$ cat src/rtl/ram_secuenciador.sv
`default_nettype none
// ============================================================================
//  Module      : ram_secuenciador
//  Description : Loads three operand pairs, writes differences, sums and their
//                totals into a 32x32 level-write RAM, then streams words 0-7 out.
//  Revision    : 1.0 - initial release
// ============================================================================
module ram_secuenciador #(
    parameter int ANCHO     = 32,
    parameter int N_PARES   = 3,
    parameter int DIR_RESTA = 0,
    parameter int DIR_SUMA  = 3,
    parameter int DIR_OTROS = 6
) (
    input  logic             clk,
    input  logic             rst_n,
    input  logic             inicio,
    input  logic [ANCHO-1:0] op_a,
    input  logic [ANCHO-1:0] op_b,
    input  logic             op_val,
    output logic             op_rdy,
    output logic [4:0]       DirRam,
    output logic [ANCHO-1:0] DatosE,
    output logic             WE,
    input  logic [ANCHO-1:0] DatosS,
    output logic [ANCHO-1:0] dato_sal,
    output logic [2:0]       dir_sal,
    output logic             dato_val,
    input  logic             dato_rdy,
    output logic             ocupado,
    output logic             listo
);

    localparam int                 c_ancho_k   = $clog2(N_PARES);
    localparam logic [c_ancho_k-1:0] c_ult_par = c_ancho_k'(N_PARES - 1);
    localparam logic [2:0]         c_dir_resta = 3'(DIR_RESTA);
    localparam logic [2:0]         c_dir_suma  = 3'(DIR_SUMA);
    localparam logic [2:0]         c_dir_otros = 3'(DIR_OTROS);
    localparam logic [2:0]         c_dir_ult   = 3'd7;

    typedef enum logic [2:0] {
        IDLE    = 3'd0,
        CARGA   = 3'd1,
        ESCRIBE = 3'd2,
        LEE     = 3'd3,
        FIN     = 3'd4
    } estado_t;

    typedef enum logic [1:0] {
        SETUP  = 2'd0,
        STROBE = 2'd1,
        HOLD   = 2'd2
    } fase_t;

    estado_t              r_estado_q, w_estado_d;
    fase_t                r_fase_q,   w_fase_d;
    logic [c_ancho_k-1:0] r_k_q,      w_k_d;
    logic [2:0]           r_dir_q,    w_dir_d;
    logic [ANCHO-1:0]     r_resta_q [N_PARES];
    logic [ANCHO-1:0]     w_resta_d [N_PARES];
    logic [ANCHO-1:0]     r_suma_q  [N_PARES];
    logic [ANCHO-1:0]     w_suma_d  [N_PARES];
    logic [2:0]           r_dir_ram_q,  w_dir_ram_d;
    logic [ANCHO-1:0]     r_datos_e_q,  w_datos_e_d;
    logic                 r_we_q,       w_we_d;
    logic                 r_op_rdy_q,   w_op_rdy_d;
    logic [ANCHO-1:0]     r_dato_sal_q, w_dato_sal_d;
    logic [2:0]           r_dir_sal_q,  w_dir_sal_d;
    logic                 r_dato_val_q, w_dato_val_d;
    logic                 r_ocupado_q,  w_ocupado_d;
    logic                 r_listo_q,    w_listo_d;

    logic [2:0]           w_dir_esc;
    logic [ANCHO-1:0]     w_dato_esc;
    logic [ANCHO-1:0]     w_total_resta;
    logic [ANCHO-1:0]     w_total_suma;

    // Address and data of the next SETUP: word 0 when leaving CARGA, else dir+1.
    always_comb begin
        w_total_resta = '0;
        w_total_suma  = '0;
        for (int i = 0; i < N_PARES; i++) begin
            w_total_resta = w_total_resta + r_resta_q[i];
            w_total_suma  = w_total_suma  + r_suma_q[i];
        end
        w_dir_esc = (r_estado_q == ESCRIBE) ? r_dir_q + 3'd1 : 3'd0;
        if (w_dir_esc < c_dir_suma) begin
            w_dato_esc = r_resta_q[c_ancho_k'(w_dir_esc - c_dir_resta)];
        end else if (w_dir_esc < c_dir_otros) begin
            w_dato_esc = r_suma_q[c_ancho_k'(w_dir_esc - c_dir_suma)];
        end else if (w_dir_esc == c_dir_otros) begin
            w_dato_esc = w_total_resta;
        end else begin
            w_dato_esc = w_total_suma;
        end
    end

    always_comb begin
        w_estado_d   = r_estado_q;
        w_fase_d     = r_fase_q;
        w_k_d        = r_k_q;
        w_dir_d      = r_dir_q;
        w_resta_d    = r_resta_q;
        w_suma_d     = r_suma_q;
        w_dir_ram_d  = r_dir_ram_q;
        w_datos_e_d  = r_datos_e_q;
        w_we_d       = 1'b0;
        w_op_rdy_d   = 1'b0;
        w_dato_sal_d = r_dato_sal_q;
        w_dir_sal_d  = r_dir_sal_q;
        w_dato_val_d = r_dato_val_q;
        w_ocupado_d  = 1'b1;
        w_listo_d    = 1'b0;

        unique case (r_estado_q)
            IDLE: begin
                w_ocupado_d = 1'b0;
                if (inicio) begin
                    w_estado_d  = CARGA;
                    w_op_rdy_d  = 1'b1;
                    w_ocupado_d = 1'b1;
                    w_k_d       = '0;
                end
            end
            CARGA: begin
                w_op_rdy_d = 1'b1;
                if (op_val && r_op_rdy_q) begin
                    w_resta_d[r_k_q] = op_a - op_b;
                    w_suma_d[r_k_q]  = op_a + op_b;
                    w_k_d            = r_k_q + 1'b1;
                    if (r_k_q == c_ult_par) begin
                        w_estado_d  = ESCRIBE;
                        w_op_rdy_d  = 1'b0;
                        w_k_d       = '0;
                        w_fase_d    = SETUP;
                        w_dir_d     = w_dir_esc;
                        w_dir_ram_d = w_dir_esc;
                        w_datos_e_d = w_dato_esc;
                    end
                end
            end
            ESCRIBE: begin
                unique case (r_fase_q)
                    SETUP: begin
                        w_we_d   = 1'b1;
                        w_fase_d = STROBE;
                    end
                    STROBE: w_fase_d = HOLD;
                    default: begin
                        if (r_dir_q == c_dir_ult) begin
                            w_estado_d  = LEE;
                            w_dir_d     = 3'd0;
                            w_dir_ram_d = 3'd0;
                        end else begin
                            w_fase_d    = SETUP;
                            w_dir_d     = w_dir_esc;
                            w_dir_ram_d = w_dir_esc;
                            w_datos_e_d = w_dato_esc;
                        end
                    end
                endcase
            end
            LEE: begin
                if (!r_dato_val_q) begin
                    w_dato_sal_d = DatosS;
                    w_dir_sal_d  = r_dir_q;
                    w_dato_val_d = 1'b1;
                end else if (dato_rdy) begin
                    // Wraps to 0 after word 7 so the RAM never sees address 8.
                    w_dato_val_d = 1'b0;
                    w_dir_d      = r_dir_q + 3'd1;
                    w_dir_ram_d  = r_dir_q + 3'd1;
                    if (r_dir_q == c_dir_ult) begin
                        w_estado_d = FIN;
                        w_listo_d  = 1'b1;
                    end
                end
            end
            FIN: begin
                w_estado_d  = IDLE;
                w_ocupado_d = 1'b0;
            end
            default: begin
                w_estado_d  = IDLE;
                w_ocupado_d = 1'b0;
            end
        endcase
    end

    always_ff @(posedge clk) begin
        if (!rst_n) begin
            r_estado_q   <= IDLE;
            r_fase_q     <= SETUP;
            r_k_q        <= '0;
            r_dir_q      <= '0;
            r_resta_q    <= '{default: '0};
            r_suma_q     <= '{default: '0};
            r_dir_ram_q  <= '0;
            r_datos_e_q  <= '0;
            r_we_q       <= 1'b0;
            r_op_rdy_q   <= 1'b0;
            r_dato_sal_q <= '0;
            r_dir_sal_q  <= '0;
            r_dato_val_q <= 1'b0;
            r_ocupado_q  <= 1'b0;
            r_listo_q    <= 1'b0;
        end else begin
            r_estado_q   <= w_estado_d;
            r_fase_q     <= w_fase_d;
            r_k_q        <= w_k_d;
            r_dir_q      <= w_dir_d;
            r_resta_q    <= w_resta_d;
            r_suma_q     <= w_suma_d;
            r_dir_ram_q  <= w_dir_ram_d;
            r_datos_e_q  <= w_datos_e_d;
            r_we_q       <= w_we_d;
            r_op_rdy_q   <= w_op_rdy_d;
            r_dato_sal_q <= w_dato_sal_d;
            r_dir_sal_q  <= w_dir_sal_d;
            r_dato_val_q <= w_dato_val_d;
            r_ocupado_q  <= w_ocupado_d;
            r_listo_q    <= w_listo_d;
        end
    end

    assign DirRam   = {2'b00, r_dir_ram_q};
    assign DatosE   = r_datos_e_q;
    assign WE       = r_we_q;
    assign op_rdy   = r_op_rdy_q;
    assign dato_sal = r_dato_sal_q;
    assign dir_sal  = r_dir_sal_q;
    assign dato_val = r_dato_val_q;
    assign ocupado  = r_ocupado_q;
    assign listo    = r_listo_q;

endmodule
`default_nettype wire

$ cat config.mk
export PLATFORM = sky130hd
export DESIGN_NAME = ram_secuenciador
export DESIGN_NICKNAME = d
export VERILOG_FILES = /design/src/rtl/ram_secuenciador.sv
export SDC_FILE = /design/constraint.sdc
export NUM_CORES = 1
export LEC_CHECK = 0
export CAP_MARGIN = 20
export CORE_AREA = 2 2 190 192
export CTS_CLUSTER_SIZE = 8
export DETAILED_ROUTE_END_ITERATION = 7
export DIE_AREA = 0 0 192 194
export MAX_ROUTING_LAYER = met4
export PLACE_DENSITY = 0.74
export RECOVER_POWER = 25
export SLEW_MARGIN = 5
export SYNTH_ARGS = -nofsm -noshare
export SYNTH_HDL_FRONTEND = slang
export SYNTH_SLANG_ARGS = --single-unit
$ cat constraint.sdc
create_clock -name clk -period 3.9 [get_ports clk]
set_input_delay 0.585 -clock clk [delete_from_list [all_inputs] [get_ports clk]]
set_output_delay 0.585 -clock clk [all_outputs]
set_load 0.005 [all_outputs]
==> results of run 1 <==
-- layer usage --
layer | vias to the layer above | wire [um] | part of all wire
met5 | - | 0 | 0
met4 | 0 | 1670 | 0.026
met3 | 114 | 5710 | 0.089
met2 | 819 | 28200 | 0.44
met1 | 9143 | 28300 | 0.44
li1 | 9043 | - | -
-- worst register-to-register path, cell delays in order, from the launching register on --
cell	delay, ps
dfxtp_1	330
fa_1	610
ha_1	280
a21o_1	220
nor2_1	140
or4b_1	530
a211o_1	350
a21oi_4	220
o21ai_1	170
xnor2_1	190
a2111oi_1	480
nor2_1	80
a21oi_1	120
-- stage by stage --
| stage | instances | hold slack [ps] | util |
|---|---|---|---|
| global route | 3092 | 468 | 0.652 |
| detailed placement | 3049 | 449 | 0.621 |
| global placement | 3049 | 441 | 0.621 |
| finish | 3092 | 449 | 0.652 |
| CTS | 3091 | 455 | 0.651 |
| floorplan | 2451 | 442 | - |
-- cells in the mapped netlist (15+ instances only) --
cell / number / area share
xor2_1: 27 / 0.012
a21o_1: 37 / 0.014
a22oi_1: 16 / 0.0063
nand2b_1: 20 / 0.0065
o21bai_1: 22 / 0.0086
nand3_1: 63 / 0.016
inv_1: 90 / 0.018
xnor2_1: 79 / 0.036
o21a_1: 15 / 0.0059
a221oi_1: 33 / 0.015
ha_1: 125 / 0.081
nor3_1: 41 / 0.011
nor2_1: 211 / 0.041
a211oi_1: 77 / 0.030
mux2_2: 34 / 0.020
clkbuf_1: 129 / 0.025
or3_1: 18 / 0.0059
dfxtp_1: 271 / 0.28
nor2b_1: 18 / 0.0059
fa_1: 65 / 0.068
a21oi_1: 320 / 0.083
o21ai_0: 145 / 0.038
o211ai_1: 16 / 0.0063
nand2_1: 346 / 0.068
buf_2: 17 / 0.0044
-- power groups by stage --
stage / Combinational (W) / Sequential (W) / Clock (W)
2_1_floorplan: 0.00130 / 0.00303 / 0
3_3_place_gp: 0.00224 / 0.00305 / 0
3_5_place_dp: 0.00227 / 0.00306 / 0
4_1_cts: 0.00228 / 0.00300 / 0.00304
5_1_grt: 0.00249 / 0.00301 / 0.00316
6_report: 0.00232 / 0.00301 / 0.00302
-- cells by family (layout without fill, tap and decap cells) --
family          count (synthesis)  after routing
compound gates                816            816
fa+ha+maj                     190            190
flops                         271            271
xor+xnor                      106            106
buf+inv                       255            435
other cells                     1              2
simple gates                  774            774
mux                            37             37
-- cell type report --
class                           count  area (um2)
Clock buffer                       42        1030
Fill cell                        3108       12300
Inverter                           92         350
Sequential cell                   271        5430
Timing Repair Buffer              301        2730
Tap cell                          461         577
Multi-Input combinational cell   1925       12800
-- registers in the layout, summed over array words and instances, names as in the netlist --
register	count
r_suma_q	95
r_estado_q	3
op_rdy	1
listo	1
r_resta_q	94
dato_sal	32
r_fase_q	2
r_k_q	2
WE	1
ocupado	1
DatosE	32
dato_val	1
dir_sal	3
r_dir_ram_q	3
-- layout by cell type (no fill, tap or decap), types with 8 or more instances in the layout --
master | synthesis | routed
a21oi_1 | 320 | 318
xnor2_1 | 79 | 78
o211ai_1 | 16 | 16
o21ai_0 | 145 | 143
and2_1 | 10 | 9
clkbuf_16 | 0 | 41
fa_1 | 65 | 65
dfxtp_1 | 271 | 271
nand2_1 | 346 | 346
buf_4 | 5 | 120
a221o_1 | 14 | 14
and3_1 | 11 | 11
a22o_1 | 14 | 14
nor3_1 | 41 | 39
nor2_1 | 211 | 209
ha_1 | 125 | 125
a211oi_1 | 77 | 77
a221oi_1 | 33 | 33
nor4_1 | 10 | 10
clkdlybuf4s50_1 | 0 | 119
or3_1 | 18 | 18
nand3_1 | 63 | 63
o21bai_1 | 22 | 22
inv_1 | 90 | 90
dlygate4sd3_1 | 0 | 55
o21a_1 | 15 | 15
o221ai_1 | 8 | 8
a21o_1 | 37 | 37
xor2_1 | 27 | 27
a31oi_1 | 10 | 10
a22oi_1 | 16 | 16
nand2b_1 | 20 | 20
mux2_2 | 34 | 34
nand4_1 | 12 | 12
nor2b_1 | 18 | 17
-- worst max-delay path by stage --
| stage | endpoint | slack, ps | depth (start not counted) | from |
|---|---|---|---|---|
| after global placement | r_suma_q[78] | -210 | 15 | op_a[0] |
| after CTS | DatosE[26] | 30 | 12 | r_resta_q[9] |
| after global routing | DatosE[29] | -50 | 17 | r_suma_q[32] |
| after detailed placement | r_suma_q[78] | -280 | 15 | op_a[0] |
| after floorplan | DatosE[29] | 510 | 16 | r_suma_q[0] |
| final | DatosE[22] | 120 | 12 | r_resta_q[9] |
-- what timing repair did --
item                       in CTS  in global routing
buffers inserted                0                  0
setup endpoints to repair       0                  8
gates resized for setup         0                 11
==> results.sh, run 1 <==
export IMPL_status="finished with violations"
export IMPL_violations="capacitance limit, slew limit"
export IMPL_cts_buffers=39
export IMPL_async_flop_share=0
export IMPL_power_density_mw_per_mm2=364
export IMPL_critPathRequiredTime_ps=4360
export IMPL_p_sw_w=0.00275
export IMPL_internal_power_w=0.00560
export IMPL_via_per_inst=6.18
export IMPL_switching_share=0.330
export IMPL_nets=2921
export IMPL_avgSynthCellArea_um2=7.84
export IMPL_ios=178
export IMPL_wl_um=64000
export IMPL_met3_usage=0.0605
export IMPL_timing_final_hold_violations=0
export IMPL_holdPathStages=2
export IMPL_regToRegEndpoint="DatosE[22]"
export IMPL_synthMuxAreaShare=0.0215
export IMPL_worstSetupEndpointType="flip-flop"
export IMPL_ys_seq_elements=271
export IMPL_combPwrFrac=0.278
export IMPL_vias=19100
export IMPL_setup_tns_ps=0
export IMPL_grt_use_met2=0.521
export IMPL_syn_inst=2450
export IMPL_grt_pass1_wl_um=99300
export IMPL_path_cells="fa_1 -> ha_1 -> a21o_1 -> nor2_1 -> or4b_1 -> a211o_1 -> a21oi_4 -> o21ai_1 -> xnor2_1 -> a2111oi_1 -> nor2_1 -> a21oi_1"
export IMPL_setup_viol=0
export IMPL_synth_flop_cell="dfxtp_1"
export IMPL_drt_iter0_drc=1834
export IMPL_setup_slack_ps=118
export IMPL_fin_worst_skew_ps=23.5
export IMPL_slowest_stage="fa_1"
export IMPL_slowest_delay_ps=610
export IMPL_htree_num_levels=2
export IMPL_yosys_area_share_adder=0.149
export IMPL_track_usage=0.348
export IMPL_worstMarginPinSlew_ps=1910
export IMPL_synth_compound_area_frac=0.271
export IMPL_ys_seq_area_frac=0.283
export IMPL_ys_types=81
export IMPL_io_buffers=175
export IMPL_dp_hpwl_um=47500
export IMPL_place_ws_ps=-278
export IMPL_std_cell_rows=69
export IMPL_grt_overflow=0
export IMPL_grt_max_degree=87
export IMPL_worstPathArrival_ps=4250
export IMPL_critPathTopFamily="compound AO/OA/AOI/OAI gates"
export IMPL_worst_r2r_setup_slack_ps=120
export IMPL_synth_top_family_by_area="compound AO/OA/AOI/OAI gates"
export IMPL_clock_sinks=271
export IMPL_synthesis_area_mm2=0.0192
export IMPL_gp_congestion=0.988
export IMPL_cp_max_fo=4
export IMPL_fmax_ghz=0.264
export IMPL_dpl_instance_area_mm2=0.0219
export IMPL_die_y_um=194
export IMPL_pwr_share_clk=0.362
export IMPL_synth_edf_count=0
export IMPL_antenna_cells=0
export IMPL_power_frac_seq=0.360
export IMPL_critical_path_buf_inv_count=0
export IMPL_synth_xor_area_share=0.0484
export IMPL_ir_worst_vdd_v=0.000317
export IMPL_dieArea_mm2=0.0372
export IMPL_drc_errors=0
export IMPL_reg2reg_from="r_resta_q[9]"
export IMPL_p_leak_nw=9.34
export IMPL_drtPass1Iterations=6
export IMPL_post_route_cells_drive_above_1_share=0.0889
export IMPL_hp_start="DatosE[17]"
export IMPL_drv_slew=71
export IMPL_total_power_w=0.00835
export IMPL_criticalPathCategory="reg -> reg"
export IMPL_antenna_found_initial=1
export IMPL_use_met1=0.482
export IMPL_whs_endpoint="DatosE[17]"
export IMPL_start_kind="flip-flop"
export IMPL_root_buffer="clkbuf_16"
export IMPL_yosys_warnings=0
export IMPL_relSlewSlack=-0.274
export IMPL_syn_to_final_growth_pct=19.6
export IMPL_cts_buffer_depth=3
export IMPL_drtAntennaViolNets=0
export IMPL_path_clk_slew_ps=50
export IMPL_synthSimpleGateAreaFrac=0.175
export IMPL_core_mm2=0.0352
export IMPL_drv_cap=2
export IMPL_drt_wirelength_per_cell_um=20.7
export IMPL_initial_utilization=0.545
export IMPL_grt_pass1_vias=18000
export IMPL_period_needed_ps=3780
export IMPL_hold_class="reg -> reg"
export IMPL_die_w_um=192
export IMPL_grt_most_used_layer="met2"
export IMPL_finalCritPeriodShare=0.970
export IMPL_ff2ff_path_depth=12
export IMPL_cts_hold_buf=0
export IMPL_finalInstanceArea_mm2=0.0230
export IMPL_rsz0062_at_grt="yes"
export IMPL_cts_tree="yes"
export IMPL_cpMostUsedCell="nor2_1"
export IMPL_clock_latency_ps=540
Power figures use the tool's default switching activity.
==> run 2: changes to the inputs <==
--- a/config.mk
+++ b/config.mk
@@ -10,6 +10,7 @@
 export CTS_CLUSTER_SIZE = 8
 export DETAILED_ROUTE_END_ITERATION = 7
 export DIE_AREA = 0 0 192 194
+export HOLD_SLACK_MARGIN = 0.08
 export MAX_ROUTING_LAYER = met4
 export PLACE_DENSITY = 0.74
 export RECOVER_POWER = 25
==> constraint.sdc (replaced) <==
create_clock -name clk -period 3.9 [get_ports clk]
set_input_delay 0.585 -clock clk [delete_from_list [all_inputs] [get_ports clk]]
set_output_delay 0.585 -clock clk [all_outputs]
set_load 0.02 [all_outputs]
==> results.sh, run 2 (synthesis gave the netlist of run 1 again) <==
export IMPL_dp_cells=3049
export IMPL_holdPathStages=2
export IMPL_nets=2921
export IMPL_root_buffer="clkbuf_16"
export IMPL_grt_overflow=0
export IMPL_drc_errors=0
export IMPL_grt_pass1_vias=18000
export IMPL_cts_resized=0
export IMPL_worst_r2r_setup_slack_ps=120
export IMPL_fin_worst_skew_ps=29.6
export IMPL_timing_final_hold_violations=0
export IMPL_violations="capacitance limit, slew limit"
export IMPL_max_flop_register="r_suma_q"
export IMPL_std_cell_rows=69
export IMPL_syn_to_final_growth_pct=19.6
export IMPL_ff2ff_path_depth=17
export IMPL_p_leak_nw=9.29
export IMPL_relSlewSlack=-0.277
export IMPL_drt_iter0_drc=1779
export IMPL_power_density_mw_per_mm2=367
export IMPL_largestRegisters="r_suma_q (95), r_resta_q (94)"
export IMPL_seqCellArea_mm2=0.00543
export IMPL_vias=19200
export IMPL_path_cells="inv_1 -> fa_1 -> inv_1 -> ha_1 -> inv_1 -> fa_1 -> nand2b_1 -> a21oi_2 -> o211ai_1 -> a31o_2 -> a31o_2 -> o21ai_1 -> buf_4 -> a41oi_1 -> xnor2_1 -> nor2_1 -> o32ai_1"
export IMPL_dieArea_mm2=0.0372
export IMPL_cts_hold_buf=0
export IMPL_largest_reg_flops=95
export IMPL_cpMostUsedCell="inv_1"
export IMPL_clock_sinks=271
export IMPL_gp_congestion=0.988
export IMPL_hold_class="reg -> reg"
export IMPL_drtPass1Iterations=8
export IMPL_cts_buffers=39
export IMPL_clock_latency_ps=540
export IMPL_slowest_delay_ps=450
export IMPL_wl_um=64000
export IMPL_cp_max_fo=4
export IMPL_cts_tree="yes"
export IMPL_slowest_stage="fa_1"
export IMPL_antenna_cells=0
export IMPL_drv_cap=1
export IMPL_drtAntennaViolNets=0
export IMPL_initial_utilization=0.545
export IMPL_rsz0062_at_grt="yes"
export IMPL_track_usage=0.348
export IMPL_reg2reg_from="r_suma_q[32]"
export IMPL_antenna_found_initial=1
export IMPL_critPathRequiredTime_ps=4340
export IMPL_final_util=0.652
export IMPL_path_clk_slew_ps=50
export IMPL_worstSetupEndpointType="flip-flop"
export IMPL_cts_setup_buffers=0
export IMPL_status="finished with violations"
export IMPL_core_mm2=0.0352
export IMPL_crit_end="DatosE[29]"
export IMPL_start_kind="flip-flop"
export IMPL_regToRegEndpoint="DatosE[29]"
export IMPL_ios=178
export IMPL_worstPathArrival_ps=4210
export IMPL_htree_num_levels=2
export IMPL_via_per_inst=6.21
export IMPL_drt_wirelength_per_cell_um=20.7
export IMPL_grt_max_degree=87
export IMPL_worstMarginPinSlew_ps=1910
export IMPL_drv_slew=39
export IMPL_cts_buffer_depth=3
export IMPL_grt_pass1_wl_um=99300
export IMPL_setup_viol=0
export IMPL_n_fill_cell=3108
export IMPL_fmax_ghz=0.265
export IMPL_period_needed_ps=3780
export IMPL_multi_input_area_mm2=0.0128
export IMPL_crit_start="r_suma_q[32]"
export IMPL_io_buffers=175
export IMPL_die_y_um=194
export IMPL_ir_worst_vdd_v=0.000319
export IMPL_criticalPathCategory="reg -> reg"
export IMPL_dp_hpwl_um=47500
export IMPL_final_cell_mix="nand2_1, a21oi_1, dfxtp_1, nor2_1, o21ai_0"
export IMPL_finalCritPeriodShare=0.969
export IMPL_die_w_um=192
export IMPL_post_route_cells_drive_above_1_share=0.0889
export IMPL_fin_cells=3092
export IMPL_final_common_cell="nand2_1"
-- run 2: changes by cell type in the layout (fill, tap and decap cells not counted) --
cell             previous run  this run
clkdlybuf4s50_1           119       132
dlygate4sd3_1              55        42
-- run 2: layer usage --
layer  up-vias  wire (um)  global-route usage
met5         -          0                   -
li1       9037          -                   -
met1      9166      27800               0.482
met2       878      28200               0.521
met3       109       6270              0.0605
met4         0       1650              0.0981
-- run 2: final cells by class --
cell class              count  share of cell area
inverters                  92              0.0153
well taps                 461              0.0251
flip-flops and latches    271               0.236
multi-input cells        1925               0.560
clock buffers              42              0.0449
repair buffers            301               0.119
-- run 2: how the worst min path moves through the flow --
stage	slack, ps	end	startpoint
final	450	DatosE[17]	DatosE[17]
after global routing	470	dato_sal[6]	dato_sal[6]
after CTS	460	dir_sal[0]	dir_sal[0]
after detailed placement	450	dir_sal[0]	dir_sal[0]
after global placement	440	DatosE[9]	DatosE[9]
after floorplan	440	WE	r_fase_q[0]
-- run 2: where the power goes --
group          switching, W  total, W  internal (W)
combinational       0.00153   0.00240      0.000875
clock               0.00119   0.00302       0.00183
sequential         0.000109   0.00301       0.00290
total               0.00283   0.00843       0.00560
-- run 2: through the flow --
stage / hold WS (ps) / area [um2] / total power (W) / setup TNS, ps / worst slack, ps
after floorplan: 442 / 19200 / 0.00440 / 0 / 513
after global placement: 441 / 21900 / 0.00536 / -899 / -215
after detailed placement: 449 / 21900 / 0.00540 / -1770 / -278
after CTS: 455 / 22900 / 0.00840 / 0 / 34.1
after global routing: 468 / 23000 / 0.00874 / -130 / -53.8
final: 449 / 23000 / 0.00843 / 0 / 123
-- run 2: worst max-delay path: cells and delay by family, from the launching register on --
family / cells / cell delay [ps]
and+or+nand+nor: 2 / 270
AOI/OAI and AO/OA: 7 / 1430
DFF: 1 / 370
xor gates and xnor gates: 1 / 230
adders and majority gates: 3 / 1010
buffers and inverters: 4 / 390
